`src/rtl/alarm_sequencer.sv`:
```
// Alarm sequencer FSM: arm, fire on time match, stop, motion snooze, ring timeout.
// Optional macro SNOOZE_LIMIT_EN caps snoozes per alarm event at MAX_SNOOZE.
module alarm_sequencer #(
    parameter int unsigned RING_TIMEOUT_S = 60,
    parameter int unsigned SNOOZE_MIN     = 5,
    parameter int unsigned MAX_SNOOZE     = 3
) (
    input  logic       clk,
    input  logic       reset,
    input  logic       secTick,
    input  logic       alarmEn,
    input  logic [7:0] alarmHr,
    input  logic [7:0] alarmMin,
    input  logic [7:0] currHour,
    input  logic [7:0] currMin,
    input  logic       stopBtn,
    input  logic       motionDetected,
    output logic       alarmOut,
    output logic       snoozeActive,
    output logic       missed,
    output logic [1:0] state,
    output logic [2:0] snoozeCount
);

    typedef enum logic [1:0] {
        IDLE    = 2'b00,
        ARMED   = 2'b01,
        RINGING = 2'b10,
        SNOOZE  = 2'b11
    } state_e;

    localparam logic [15:0] RING_LAST   = 16'(RING_TIMEOUT_S - 1);
    localparam logic [15:0] SNOOZE_LAST = 16'(SNOOZE_MIN * 60 - 1);

    state_e      state_q, state_d;
    logic [15:0] cnt_q, cnt_d;
    logic [2:0]  snz_q, snz_d;
    logic        missed_q, missed_d;
    logic        match_prev_q;
    logic        out_q, snz_act_q;
    logic        match, match_rise, snooze_ok;

    assign match      = (currHour == alarmHr) && (currMin == alarmMin);
    assign match_rise = match && !match_prev_q;

`ifdef SNOOZE_LIMIT_EN
    assign snooze_ok = (snz_q < 3'(MAX_SNOOZE));
`else
    assign snooze_ok = 1'b1;
`endif

    always_comb begin
        state_d  = state_q;
        snz_d    = snz_q;
        missed_d = missed_q;
        if (!alarmEn) begin
            state_d  = IDLE;
            snz_d    = '0;
            missed_d = 1'b0;
        end else begin
            case (state_q)
                IDLE:    state_d = ARMED;
                ARMED: begin
                    if (match_rise) begin
                        state_d  = RINGING;
                        snz_d    = '0;
                        missed_d = 1'b0;
                    end
                end
                RINGING: begin
                    if (stopBtn) begin
                        state_d = ARMED;
                    end else if (secTick && cnt_q == RING_LAST) begin
                        state_d  = ARMED;
                        missed_d = 1'b1;
                    end else if (motionDetected && snooze_ok) begin
                        state_d = SNOOZE;
                        if (snz_q != 3'd7) snz_d = snz_q + 3'd1;
                    end
                end
                SNOOZE: begin
                    if (stopBtn) begin
                        state_d = ARMED;
                    end else if (secTick && cnt_q == SNOOZE_LAST) begin
                        state_d = RINGING;
                    end
                end
                default: state_d = IDLE;
            endcase
        end
    end

    // Counter restarts on every state change, so a tick on the entry cycle is dropped.
    always_comb begin
        cnt_d = cnt_q;
        if (state_d != state_q || state_q == IDLE || state_q == ARMED) begin
            cnt_d = '0;
        end else if (secTick && cnt_q != '1) begin
            cnt_d = cnt_q + 16'd1;
        end
    end

    always_ff @(posedge clk or negedge reset) begin
        if (!reset) begin
            state_q      <= IDLE;
            cnt_q        <= '0;
            snz_q        <= '0;
            missed_q     <= 1'b0;
            match_prev_q <= 1'b1;
            out_q        <= 1'b0;
            snz_act_q    <= 1'b0;
        end else begin
            state_q      <= state_d;
            cnt_q        <= cnt_d;
            snz_q        <= snz_d;
            missed_q     <= missed_d;
            match_prev_q <= match;
            out_q        <= (state_d == RINGING);
            snz_act_q    <= (state_d == SNOOZE);
        end
    end

    assign alarmOut     = out_q;
    assign snoozeActive = snz_act_q;
    assign missed       = missed_q;
    assign state        = state_q;
    assign snoozeCount  = snz_q;

endmodule

```
`config.mk`:
```
export PLATFORM = sky130hd
export DESIGN_NAME = alarm_sequencer
export DESIGN_NICKNAME = d
export VERILOG_FILES = /design/src/rtl/alarm_sequencer.sv
export SDC_FILE = /design/constraint.sdc
export NUM_CORES = 1
export LEC_CHECK = 0
export ABC_AREA = 0
export CORE_UTILIZATION = 43
export DETAILED_ROUTE_END_ITERATION = 7
export HOLD_SLACK_MARGIN = 0.15
export PLACE_DENSITY = 0.79
export SYNTH_ARGS = -nofsm -noshare
export SYNTH_HDL_FRONTEND = slang
export SYNTH_SLANG_ARGS = --single-unit
```
`constraint.sdc`:
```
create_clock -name clk -period 1.8 [get_ports clk]
set_input_delay 0.36 -clock clk [delete_from_list [all_inputs] [get_ports clk]]
set_output_delay 0.36 -clock clk [all_outputs]
set_load 0.03 [all_outputs]
```
Word-level counts from Yosys, hierarchy flattened. Cells that the tools add are included.

Add/sub/neg operators: 2. Equality and inequality tests: 19. Mux-type cells: 22. Reduce and logical (&&, ||, !) cells: 12.

Operators with widths (number): $mux 16 (2); $ne 3x3->1 const B (7); $mux 3 (6); $add 16x1->16 const B (1); $eq 16x6->1 const B (1); $eq 16x9->1 const B (1); $eq 8x8->1 (2); $ne 16x16->1 const B (1); $mux 2 (7); $eq 2x2->1 const B (4); $pmux 2 s4 (1); $pmux 3 s2 (1); $reduce_and 6->1 (1); $logic_and 1x1->1 (5); $mux 1 (4); $reduce_and 4->1 (1); $add 3x1->3 const B (1); $ne 3x1->1 const B (1); $eq 2x1->1 const B (1); $logic_not 2->1 (1); $logic_or 1x1->1 (2); $ne 2x2->1 (1); $pmux 1 s2 (1); $reduce_bool 2->1 (1); $logic_not 1->1 (1).

Register bits after elaboration: 25. Input port bits: 38. Output and inout bits: 8. Logic and storage cells: 62.

Logic depth before layout (Yosys ltp). Gate-level depths: netlist of the first run.

Depth after elaboration: 10. Depth in mapped cells: 7. Mapped depth without buffers: 7.

Least setup slack after synthesis of the first run. No wires, ideal clock.

Kind: register to register. From: reg cnt_q[0]. To: reg cnt_q[14]. Setup time: 0.119 ns. Data arrival time: 1.671 ns. Path slack: 0.010 ns. Stages on the path, launching flop included: 8. Clock period less this slack: 1.790 ns. Cell sequence: dfrtp_1 > ha_1 > nor4b_2 > and4_1 > nor3_1 > o21ai_2 > buf_4 > nor2_1.

Word-level cells in the longest chain between the ends: 10. Elaborated cells on any way between the ends: 19. Classes of those cells: add/sub: 1; eq/ne: 4; mux: 8; reduce/logical: 6.

Ends and longest elaborated chain: start, declared (line 36) `logic [15:0] cnt_q, cnt_d;`; start signal, assigned (line 114) `cnt_q <= cnt_d;`; $eq 16x9->1 or $eq 16x6->1 (tied branches) (line 84, 73); $logic_and 1x1->1 (on tied branches) (line 84, 73); $mux 2 (on tied branches) (line 84, 73); $mux 2 (on tied branches) (line 82, 71); $pmux 2 s4 (line 61) `case (state_q)`; $mux 2 (line 56) `if (!alarmEn) begin`; $ne 2x2->1 (line 96) `if (state_d != state_q || state_q == IDLE || state_q == ARMED) begin`; $logic_or 1x1->1 (2 in a row) (line 96); $mux 16 or $reduce_bool 2->1 (tied branches).

Parallel ways exist; a longest one is shown, timed or not. The select of a mux whose other input is x is not followed. A chain may end at the register's enable or synchronous reset.

Worst setup path after layout of the first run.
From: in alarmHr[2]. To: reg state_q[1], in the netlist state[1].

Word-level cells in the longest chain between the ends: 6.

Ends and longest elaborated chain: start, declared (line 12) `input logic [7:0] alarmHr,`; $eq 8x8->1 (line 43) `assign match = (currHour == alarmHr) && (currMin == alarmMin);`; $logic_and 1x1->1 (line 43); via match (line 41) `logic match, match_rise, snooze_ok;`; $logic_and 1x1->1 (line 44) `assign match_rise = match && !match_prev_q;`; $mux 2 (line 64) `if (match_rise) begin`; $pmux 2 s4 (line 61); $mux 2 (line 56); via state_d[1] (line 35) `state_e state_q, state_d;`; end signal, assigned (line 113) `state_q <= state_d;`; end, declared (line 35).

The timed path passes the listed nets, and every way through them passes these cells.

==> impl_metrics.ini, run 1 <==
[status]
status = complete, no violations

[grt]
antenna_found_initial = 0
grt_pass1_wl_um = 7270
first_global_vias = 1687
gr-usage-all-layers_pct = 22.7
global_route_total_overflow = 0
grt_start_max_net_pins = 26

[pwr]
pwr_density_cell_mw_per_mm2 = 422
vdd_drop_max_v = 0.000386
total_leakage_power_uw = 0.00124

[cells_and_area]
final_design_area_no_fill_sq_mm = 0.00259
net_count_of_the_finished_layout = 295
final_antenna_diode_count = 0
drive_gt1_share_pct = 25.3
layout-area-overhead-vs-synth_pct = 61.1

[clock_network]
clk_transition_reported_paths_ns = 0.10
clock_sinks = 25
clk_latency_ns = 0.27
tritoncts = built
cts.path.max_buffers = 2
cts.htree.levels = 1
cts-buffers-inserted = 3
cts.root.buffer_cell = sky130_fd_sc_hd__clkbuf_8

[timing]
tightest_slew_ns = 0.378
report.final.setup_viol = 0
fmaxAchievable_ghz = 0.566
relSlewSlack_pct = 74.8
skew_ns = 0.00805
number_of_failing_hold_endpoints_at_the_final_stage = 0
min_period_over_period_pct = 98.1
whs_ns = 0.451
maxSlewViolCount = 0
fin_crit_ns = 1.77
setup_tns_ns = 0
grt_setup_unrepaired = true

[logic_synthesis]
synth_cell_types = 38
area_share_of_the_largest_cell_type_after_synthesis_pct = 37.4
netlist_instances = 173
synth_seq_cells = 25
yosys_warnings = 0
synth.cell_area_sq_mm = 0.00161
syn-mean-instance-area_sq_um = 9.28
synthArstFlopShare_pct = 100
synthesis.nets = 214
postSynth.topFlopCell = sky130_fd_sc_hd__dfrtp_1
yosysSeqAreaShare_pct = 39.0
netlist.top_cell.by_area = sky130_fd_sc_hd__dfrtp_1
synthTopCellsByCount = sky130_fd_sc_hd__dfrtp_1 (24), sky130_fd_sc_hd__xor2_1 (24), sky130_fd_sc_hd__nor2_1 (21)
count_of_flip_flops_with_a_built_in_enable_after_synthesis = 0
synth.area.top_cells = sky130_fd_sc_hd__dfrtp_1 (37%), sky130_fd_sc_hd__xor2_1 (13%), sky130_fd_sc_hd__nor2_1 (4.9%)

[floorplan]
die-height_um = 63.1
die-area_sq_mm = 0.00398
die_x_um = 63.1
core_area_sq_mm = 0.00347
io-pin-count = 46
rows = 21
initial_core_util_pct = 46.3

[critical_path]
cp_top_delay_family = simple AND/OR/NAND/NOR gates
peak_fanout_along_the_critical_path = 3
critical-path-max-stage-delay_ns = 0.41
startpoint_type = input port
critical_path.n_buffers_inverters = 2
end_kind = flop
worst_path_max_delay_cell = sky130_fd_sc_hd__clkdlybuf4s50_1
timing.critical_path.required_ns = 1.96
cp_cell_sequence = clkdlybuf4s50_1 -> xor2_1 -> nor4_2 -> nand4_1 -> inv_2 -> a21oi_1 -> nor3_1
worst-endpoint-arrival_ns = 1.93
criticalPathCategory = input port to flop

[job]
cap_viol_max_count = 0

[drt]
drt-initial-drc-count = 144
drt_pre_antenna_iters = 4
drt-total-wl_um = 4680
route.vias.total = 1633
drc_violations = 0
antenna_violating_nets_post_route = 0
vias_per_cell = 5.46
wl_per_cell_um = 15.7

[place]
postPlaceCellArea_sq_mm = 0.00233
globalplace.congestion = 0.810
numPortBuffers = 45
dp_hpwl_um = 3080

[hold_path]
hold_path.class = input port to async pin
==> placed cells by master (no fill, tap or decap), drive strengths merged, types with 5 or more instances in the layout <==
cell type / Yosys / final
clkbuf: 1 / 5
and3: 6 / 6
inv: 6 / 6
xnor2: 7 / 7
nand4: 12 / 12
nor4: 6 / 6
buf: 2 / 34
nor2: 21 / 21
dfrtp: 24 / 24
dlygate4sd2: 0 / 10
nand2: 10 / 10
xor2: 24 / 24
clkdlybuf4s50: 0 / 16
nor3: 10 / 10
o21ai: 5 / 5
dlymetal6s2s: 0 / 17
nand3: 6 / 6
==> worst paths after layout <==
| kind | end | startpoint | slack (ns) | cells after the start |
|---|---|---|---|---|
| worst max-delay path | state[1]$_DFF_PN0_ | alarmHr[2] | 0.03 | 7 |
| worst min-delay path | cnt_q[5]$_DFFE_PN0P_ | reset | 0.45 | 2 |
| worst max register to register | alarmOut$_DFF_PN0_ | cnt_q[1]$_DFFE_PN0P_ | 0.05 | 7 |
| worst min register to register | missed$_DFFE_PN0P_ | missed$_DFFE_PN0P_ | 0.55 | 2 |
| max in group asynchronous | match_prev_q$_DFF_PN1_ | reset | 1.04 | 2 |
| min in group clk | missed$_DFFE_PN0P_ | missed$_DFFE_PN0P_ | 0.55 | 2 |
==> final cells by class <==
cell class / count / area (sq um)
tap: 46 / 57.6
sequential: 25 / 629
timing repair buffer: 79 / 747
multi-input combinational: 139 / 1080
clock buffer: 4 / 45.0
inverter: 6 / 22.5
fill: 253 / 882
==> state kept, by name (all words and copies together), names as in the netlist <==
| register | count |
|---|---|
| missed | 1 |
| alarmOut | 1 |
| snoozeActive | 1 |
| match_prev_q | 1 |
| snoozeCount | 3 |
| cnt_q | 16 |
| state | 2 |
==> routing by layer <==
layer | share of wire (%) | track usage [%] | vias up
met2 | 51 | 39.7 | 40
li1 | - | - | 784
met4 | 1.7 | 6.98 | 0
met1 | 44 | 28.8 | 801
met5 | 0 | 0 | -
met3 | 2.9 | 3.08 | 8
==> cells by family (layout without fill, tap and decap cells) <==
kind of cell | after synthesis | in the layout | synth area share (%)
buf+inv | 9 | 89 | 2.42
simple gates | 87 | 87 | 31.0
fa+ha+maj | 3 | 3 | 2.34
compound gates | 18 | 18 | 8.26
xor+xnor | 31 | 31 | 16.9
flops | 25 | 25 | 39.0
==> metrics by stage <==
| step | setup WS (ns) | utilization [%] | total power, uW | instances |
|---|---|---|---|---|
| 6_report | 0.0335 | 74.6 | 1090 | 299 |
| 5_1_grt | -0.0410 | 74.6 | 1130 | 299 |
| 4_1_cts | -0.0233 | 69.3 | 1080 | 298 |
| 3_5_place_dp | -0.364 | 67.1 | 744 | 290 |
| 3_3_place_gp | -0.300 | 67.1 | 741 | 290 |
| 2_1_floorplan | 0.0105 | - | 621 | 173 |
==> power breakdown <==
part | internal (uW) | leakage (uW) | switching (uW) | total, uW
sequential | 562 | 0.000340 | 2.23 | 565
combinational | 96.4 | 0.000876 | 80.2 | 177
clock | 159 | 0.0000228 | 191 | 350
==> what timing repair did <==
action	4_1_cts	5_1_grt
resized for setup	16	47
hold buffers	0	0
pin swaps	10	20
buffers inserted	4	2
setup endpoints to repair	23	25
cloned	0	0
(Power assumes the default switching activity.)
==> run 2, diff against run 1 <==
--- a/config.mk
+++ b/config.mk
@@ -6,10 +6,12 @@
 export NUM_CORES = 1
 export LEC_CHECK = 0
 export ABC_AREA = 0
-export CORE_UTILIZATION = 43
+export CELL_PAD_IN_SITES_DETAIL_PLACEMENT = 1
+export CELL_PAD_IN_SITES_GLOBAL_PLACEMENT = 2
+export CORE_UTILIZATION = 25
 export DETAILED_ROUTE_END_ITERATION = 7
 export HOLD_SLACK_MARGIN = 0.15
-export PLACE_DENSITY = 0.79
+export PLACE_DENSITY = 0.78
 export SYNTH_ARGS = -nofsm -noshare
 export SYNTH_HDL_FRONTEND = slang
 export SYNTH_SLANG_ARGS = --single-unit
==> run 2 against run 1 <==
Compared with the run above: register-to-register slack worse by 0.04 ns; cell count up 12%; non-clock buffer count up 8; highest routed layer unchanged; sequential share of layout area down 1.0 points; routed wire length up 8.3%; count of clock-buffer cells in the layout unchanged; largest cell class unchanged; global-route usage down 6.2 points; total power down 0.15%; via count up 0.31%; worst hold slack worse by 0.0028 ns.
==> impl_metrics.ini, run 2 (synthesis results as in run 1) <==
[status]
status = complete, no violations

[clock_network]
cts.root.buffer_cell = sky130_fd_sc_hd__clkbuf_8
clock_sinks = 25
tritoncts = built
clk_transition_reported_paths_ns = 0.09
cts.path.max_buffers = 2
cts-buffers-inserted = 3
cts_hold_buf = 0
clk_latency_ns = 0.27
cts.htree.levels = 1

[cells_and_area]
final_antenna_diode_count = 0
layout.cells.most_common_list = sky130_fd_sc_hd__buf_4 (38), sky130_fd_sc_hd__clkdlybuf4s50_1 (25), sky130_fd_sc_hd__xor2_1 (23)
net_count_of_the_finished_layout = 303
top_register = cnt_q
drive_gt1_share_pct = 31.0
layout-area-overhead-vs-synth_pct = 68.1
largest_register_ff_count = 16
final_common_cell = sky130_fd_sc_hd__buf_4
postLayoutCoreUtil_pct = 44.5

[critical_path]
end_kind = flop
criticalPathCategory = flop to flop
worst-endpoint-arrival_ns = 1.96
startpoint_type = flop
timing.critical_path.required_ns = 1.97
peak_fanout_along_the_critical_path = 8

[drt]
drt-total-wl_um = 5070
met3_wirelength_um = 158
vias_per_cell = 4.88
wl_met2_um = 2730
drc_violations = 0
detailed_route_wire_length_on_metal_1_um = 2140
wl_per_cell_um = 15.1
drt_pre_antenna_iters = 3
antenna_violating_nets_post_route = 0
drt-initial-drc-count = 21
route.vias.total = 1638
highest_layer = met4

[floorplan]
die_x_um = 82.1
die-area_sq_mm = 0.00675
rows = 28
die-height_um = 82.1
initial_core_util_pct = 26.5
io-pin-count = 46
core_area_sq_mm = 0.00606

[job]
cap_viol_max_count = 0

[grt]
grt_pass1_wl_um = 8340
grt_start_max_net_pins = 26
gr-usage-all-layers_pct = 16.5
antenna_found_initial = 0
first_global_vias = 1761
global_route_total_overflow = 0

[timing]
skew_ns = 0.00379
fin_crit_ns = 1.79
tightest_slew_ns = 0.331
setup_tns_ns = 0
report.final.setup_viol = 0
relSlewSlack_pct = 77.9
number_of_failing_hold_endpoints_at_the_final_stage = 0
fmaxAchievable_ghz = 0.559
maxSlewViolCount = 0
grt_setup_unrepaired = true
min_period_over_period_pct = 99.4

[pwr]
pwr_density_cell_mw_per_mm2 = 404
total_leakage_power_uw = 0.00114
vdd_drop_max_v = 0.000223

[place]
numPortBuffers = 45
globalplace.congestion = 0.700
dp_hpwl_um = 3720

[hold_path]
hold_path.class = input port to async pin
## run 2: final cells by class
cell class | count | area [sq um]
inverter | 6 | 22.5
fill | 705 | 3360
clock buffer | 4 | 45.0
tap | 75 | 93.8
sequential | 25 | 629
timing repair buffer | 87 | 772
multi-input combinational | 139 | 1140
## run 2: worst paths after layout
path                                                  from                         end  slack (ns)  cells after the start
worst min-delay path                                 reset        cnt_q[0]$_DFFE_PN0P_        0.45                      2
worst max-delay path                 cnt_q[13]$_DFFE_PN0P_        cnt_q[8]$_DFFE_PN0P_        0.01                      8
min in group clk                snoozeCount[1]$_DFFE_PN0P_  snoozeCount[1]$_DFFE_PN0P_        0.57                      2
worst min register to register  snoozeCount[1]$_DFFE_PN0P_  snoozeCount[1]$_DFFE_PN0P_        0.57                      2
max in group asynchronous                            reset      match_prev_q$_DFF_PN1_        1.06                      2
worst max register to register       cnt_q[13]$_DFFE_PN0P_        cnt_q[8]$_DFFE_PN0P_        0.01                      8
## run 2: through the flow
step	instance area, sq um	setup slack (ns)	power [uW]	instances	hold slack [ns]
finish	2700	0.0105	1090	336	0.448
detailed placement	2390	-0.382	748	322	0.554
global placement	2390	-0.362	744	322	0.538
CTS	2570	-0.0298	1100	334	0.457
floorplan	1610	0.0105	621	173	0.0644
global route	2700	-0.0929	1130	336	0.481
## run 2: power by group
part | switching, uW | total [uW] | internal (uW)
sequential | 1.49 | 564 | 562
clock | 191 | 350 | 159
combinational | 77.5 | 175 | 98.0
total | 270 | 1090 | 819
## run 2: layer usage
layer,GRT usage [%],vias up
met2,31.7,34
met5,0,-
met3,2.64,6
met4,3.16,0
met1,19.0,796
li1,-,802
## run 2: critical path: stages (launching register included)
cell and delay [ns]:
sky130_fd_sc_hd__dfrtp_2 0.44, sky130_fd_sc_hd__nor4b_4 0.31, sky130_fd_sc_hd__buf_4 0.18, sky130_fd_sc_hd__nand3_2 0.07, sky130_fd_sc_hd__o21a_1 0.21, sky130_fd_sc_hd__o21ai_4 0.17
sky130_fd_sc_hd__buf_6 0.13, sky130_fd_sc_hd__buf_16 0.12, sky130_fd_sc_hd__nor2_1 0.04
## run 2: what timing repair did
| action | CTS | global route |
|---|---|---|
| resized for setup | 38 | 28 |
| endpoints found under the hold margin | 0 | 0 |
| pin swaps | 14 | 12 |
| buffers inserted | 7 | 3 |
| endpoints found under the setup margin | 22 | 23 |
| gates cloned | 1 | 0 |
==> run 3, diff against run 2 <==
--- a/config.mk
+++ b/config.mk
@@ -12,6 +12,7 @@
 export DETAILED_ROUTE_END_ITERATION = 7
 export HOLD_SLACK_MARGIN = 0.15
 export PLACE_DENSITY = 0.78
+export SETUP_SLACK_MARGIN = 0.4
 export SYNTH_ARGS = -nofsm -noshare
 export SYNTH_HDL_FRONTEND = slang
 export SYNTH_SLANG_ARGS = --single-unit
==> run 3 against run 2 <==
Compared with the run above: the run now ends with setup timing left; cell count grew 2.1%; via count is 3.6% higher; combinational power fell by 3%; utilization increased by 0.50 points; first-iteration DRC count is 130% higher; sequential share of layout area decreased by 0.21 points; cell area is 1.1% higher; worst hold slack better by 0.0052 ns; count of clock-buffer cells in the layout unchanged; critical path type unchanged; critical endpoint is now cnt_q[15]$_DFFE_PN0P_; largest cell class unchanged; highest routed layer unchanged.
==> impl_metrics.ini, run 3 (synthesis results as in run 1) <==
[floorplan]
die_x_um = 82.1
io-pin-count = 46
core_area_sq_mm = 0.00606
initial_core_util_pct = 26.5
die-height_um = 82.1
die-area_sq_mm = 0.00675
rows = 28

[timing]
fmaxAchievable_ghz = 0.537
grt_setup_unrepaired = true
setup_tns_ns = -0.684
number_of_failing_hold_endpoints_at_the_final_stage = 0
relSlewSlack_pct = 77.2
post-route-worst-setup-slack_ns = -0.0615
skew_ns = 0.00227
tightest_slew_ns = 0.342
whs_ns = 0.453
maxSlewViolCount = 0
fin_crit_ns = 1.86
report.final.setup_viol = 16
min_period_over_period_pct = 103

[grt]
global_route_total_overflow = 0
gr-usage-all-layers_pct = 17.3
grt_pass1_wl_um = 8710
grt_start_max_net_pins = 26
antenna_found_initial = 0
first_global_vias = 1805

[clock_network]
clock_sinks = 25
clk_latency_ns = 0.27
cts.root.buffer_cell = sky130_fd_sc_hd__clkbuf_8
cts.htree.levels = 1
tritoncts = built
clk_transition_reported_paths_ns = 0.09
cts-buffers-inserted = 3
cts.path.max_buffers = 2

[place]
numPortBuffers = 45
dp_hpwl_um = 3730
postPlaceCellArea_sq_mm = 0.00245
post_place_setup_slack_ns = -0.432
globalplace.congestion = 0.688

[drt]
route.vias.total = 1697
antenna_violating_nets_post_route = 0
drt_pre_antenna_iters = 4
drt-total-wl_um = 5380
drc_violations = 0
vias_per_cell = 4.95
drt-initial-drc-count = 49
wl_per_cell_um = 15.7

[cells_and_area]
final_common_cell = sky130_fd_sc_hd__buf_4
final_design_area_no_fill_sq_mm = 0.00273
drive_gt1_share_pct = 45.5
net_count_of_the_finished_layout = 310
layout.cells.most_common_list = sky130_fd_sc_hd__buf_4 (40), sky130_fd_sc_hd__dfrtp_1 (21), sky130_fd_sc_hd__buf_2 (20)
layout-area-overhead-vs-synth_pct = 70.0
final_antenna_diode_count = 0
postLayoutCoreUtil_pct = 45.0
largest_register_ff_count = 16
top_register = cnt_q

[critical_path]
end_kind = flop
cp_cell_sequence = nor4_4 -> buf_4 -> and4_4 -> nor3_4 -> o21ai_4 -> buf_6 -> buf_12 -> nor2_1
startpoint_type = flop
peak_fanout_along_the_critical_path = 8
timing.critical_path.required_ns = 1.97
worst-r2r-setup-slack_ns = -0.06
criticalPathCategory = flop to flop
worst-endpoint-arrival_ns = 2.03
critical_path.reg2reg.startpoint = cnt_q[2]$_DFFE_PN0P_
timing.critical_path.from = cnt_q[2]$_DFFE_PN0P_
worst_path_max_delay_cell = sky130_fd_sc_hd__dfrtp_1
critical-path-max-stage-delay_ns = 0.43

[status]
status = finished with violations
violations = setup timing

[pwr]
total_leakage_power_uw = 0.00117
vdd_drop_max_v = 0.000232
pwr_density_cell_mw_per_mm2 = 397

[job]
cap_viol_max_count = 0

[hold_path]
hold_path.class = input port to async pin
## run 3: worst paths after layout
| path | depth (start not counted) | to |
|---|---|---|
| setup / recovery | 8 | cnt_q[15]$_DFFE_PN0P_ |
| hold / removal | 2 | cnt_q[0]$_DFFE_PN0P_ |
| setup reg to reg | 8 | cnt_q[15]$_DFFE_PN0P_ |
| hold reg to reg | 2 | missed$_DFFE_PN0P_ |
| max in group asynchronous | 2 | match_prev_q$_DFF_PN1_ |
| min in group clk | 2 | missed$_DFFE_PN0P_ |
## run 3: power by group
group          switching [uW]  internal (uW)
combinational            83.4           85.9
sequential               3.06            563
clock                     190            159
## run 3: cell type report
class,instances,area [sq um]
Timing Repair Buffer,94,769
Multi-Input combinational cell,139,1170
Clock buffer,4,45.0
Inverter,6,22.5
Tap cell,75,93.8
Sequential cell,25,631
Fill cell,726,3330
## run 3: metrics by stage
step | std cells | power (uW)
3_5_place_dp | 326 | 751
3_3_place_gp | 326 | 750
6_report | 343 | 1080
5_1_grt | 343 | 1140
2_1_floorplan | 173 | 624
4_1_cts | 341 | 1080
## run 3: metal layers
metal  vias up  share of wire (%)  global-route usage [%]
met5         -                  0                       0
met4         0                1.1                    4.91
met3         6                5.7                    5.16
met2        48                 52                    32.0
met1       834                 41                    19.1
li1        809                  -                       -
## run 3: timing repair
item	CTS	global route
gates resized for setup	136	38
gates cloned	1	0
hold buffers	0	0
pin swaps	34	16
buffers inserted	10	2
endpoints found under the setup margin	33	28
## run 3: critical path: cells and delay by family, from the launching register on
family,cells,cell delay [ns]
simple gates,4,0.69
buf+inv,3,0.43
flops,1,0.43
compound gates,1,0.21
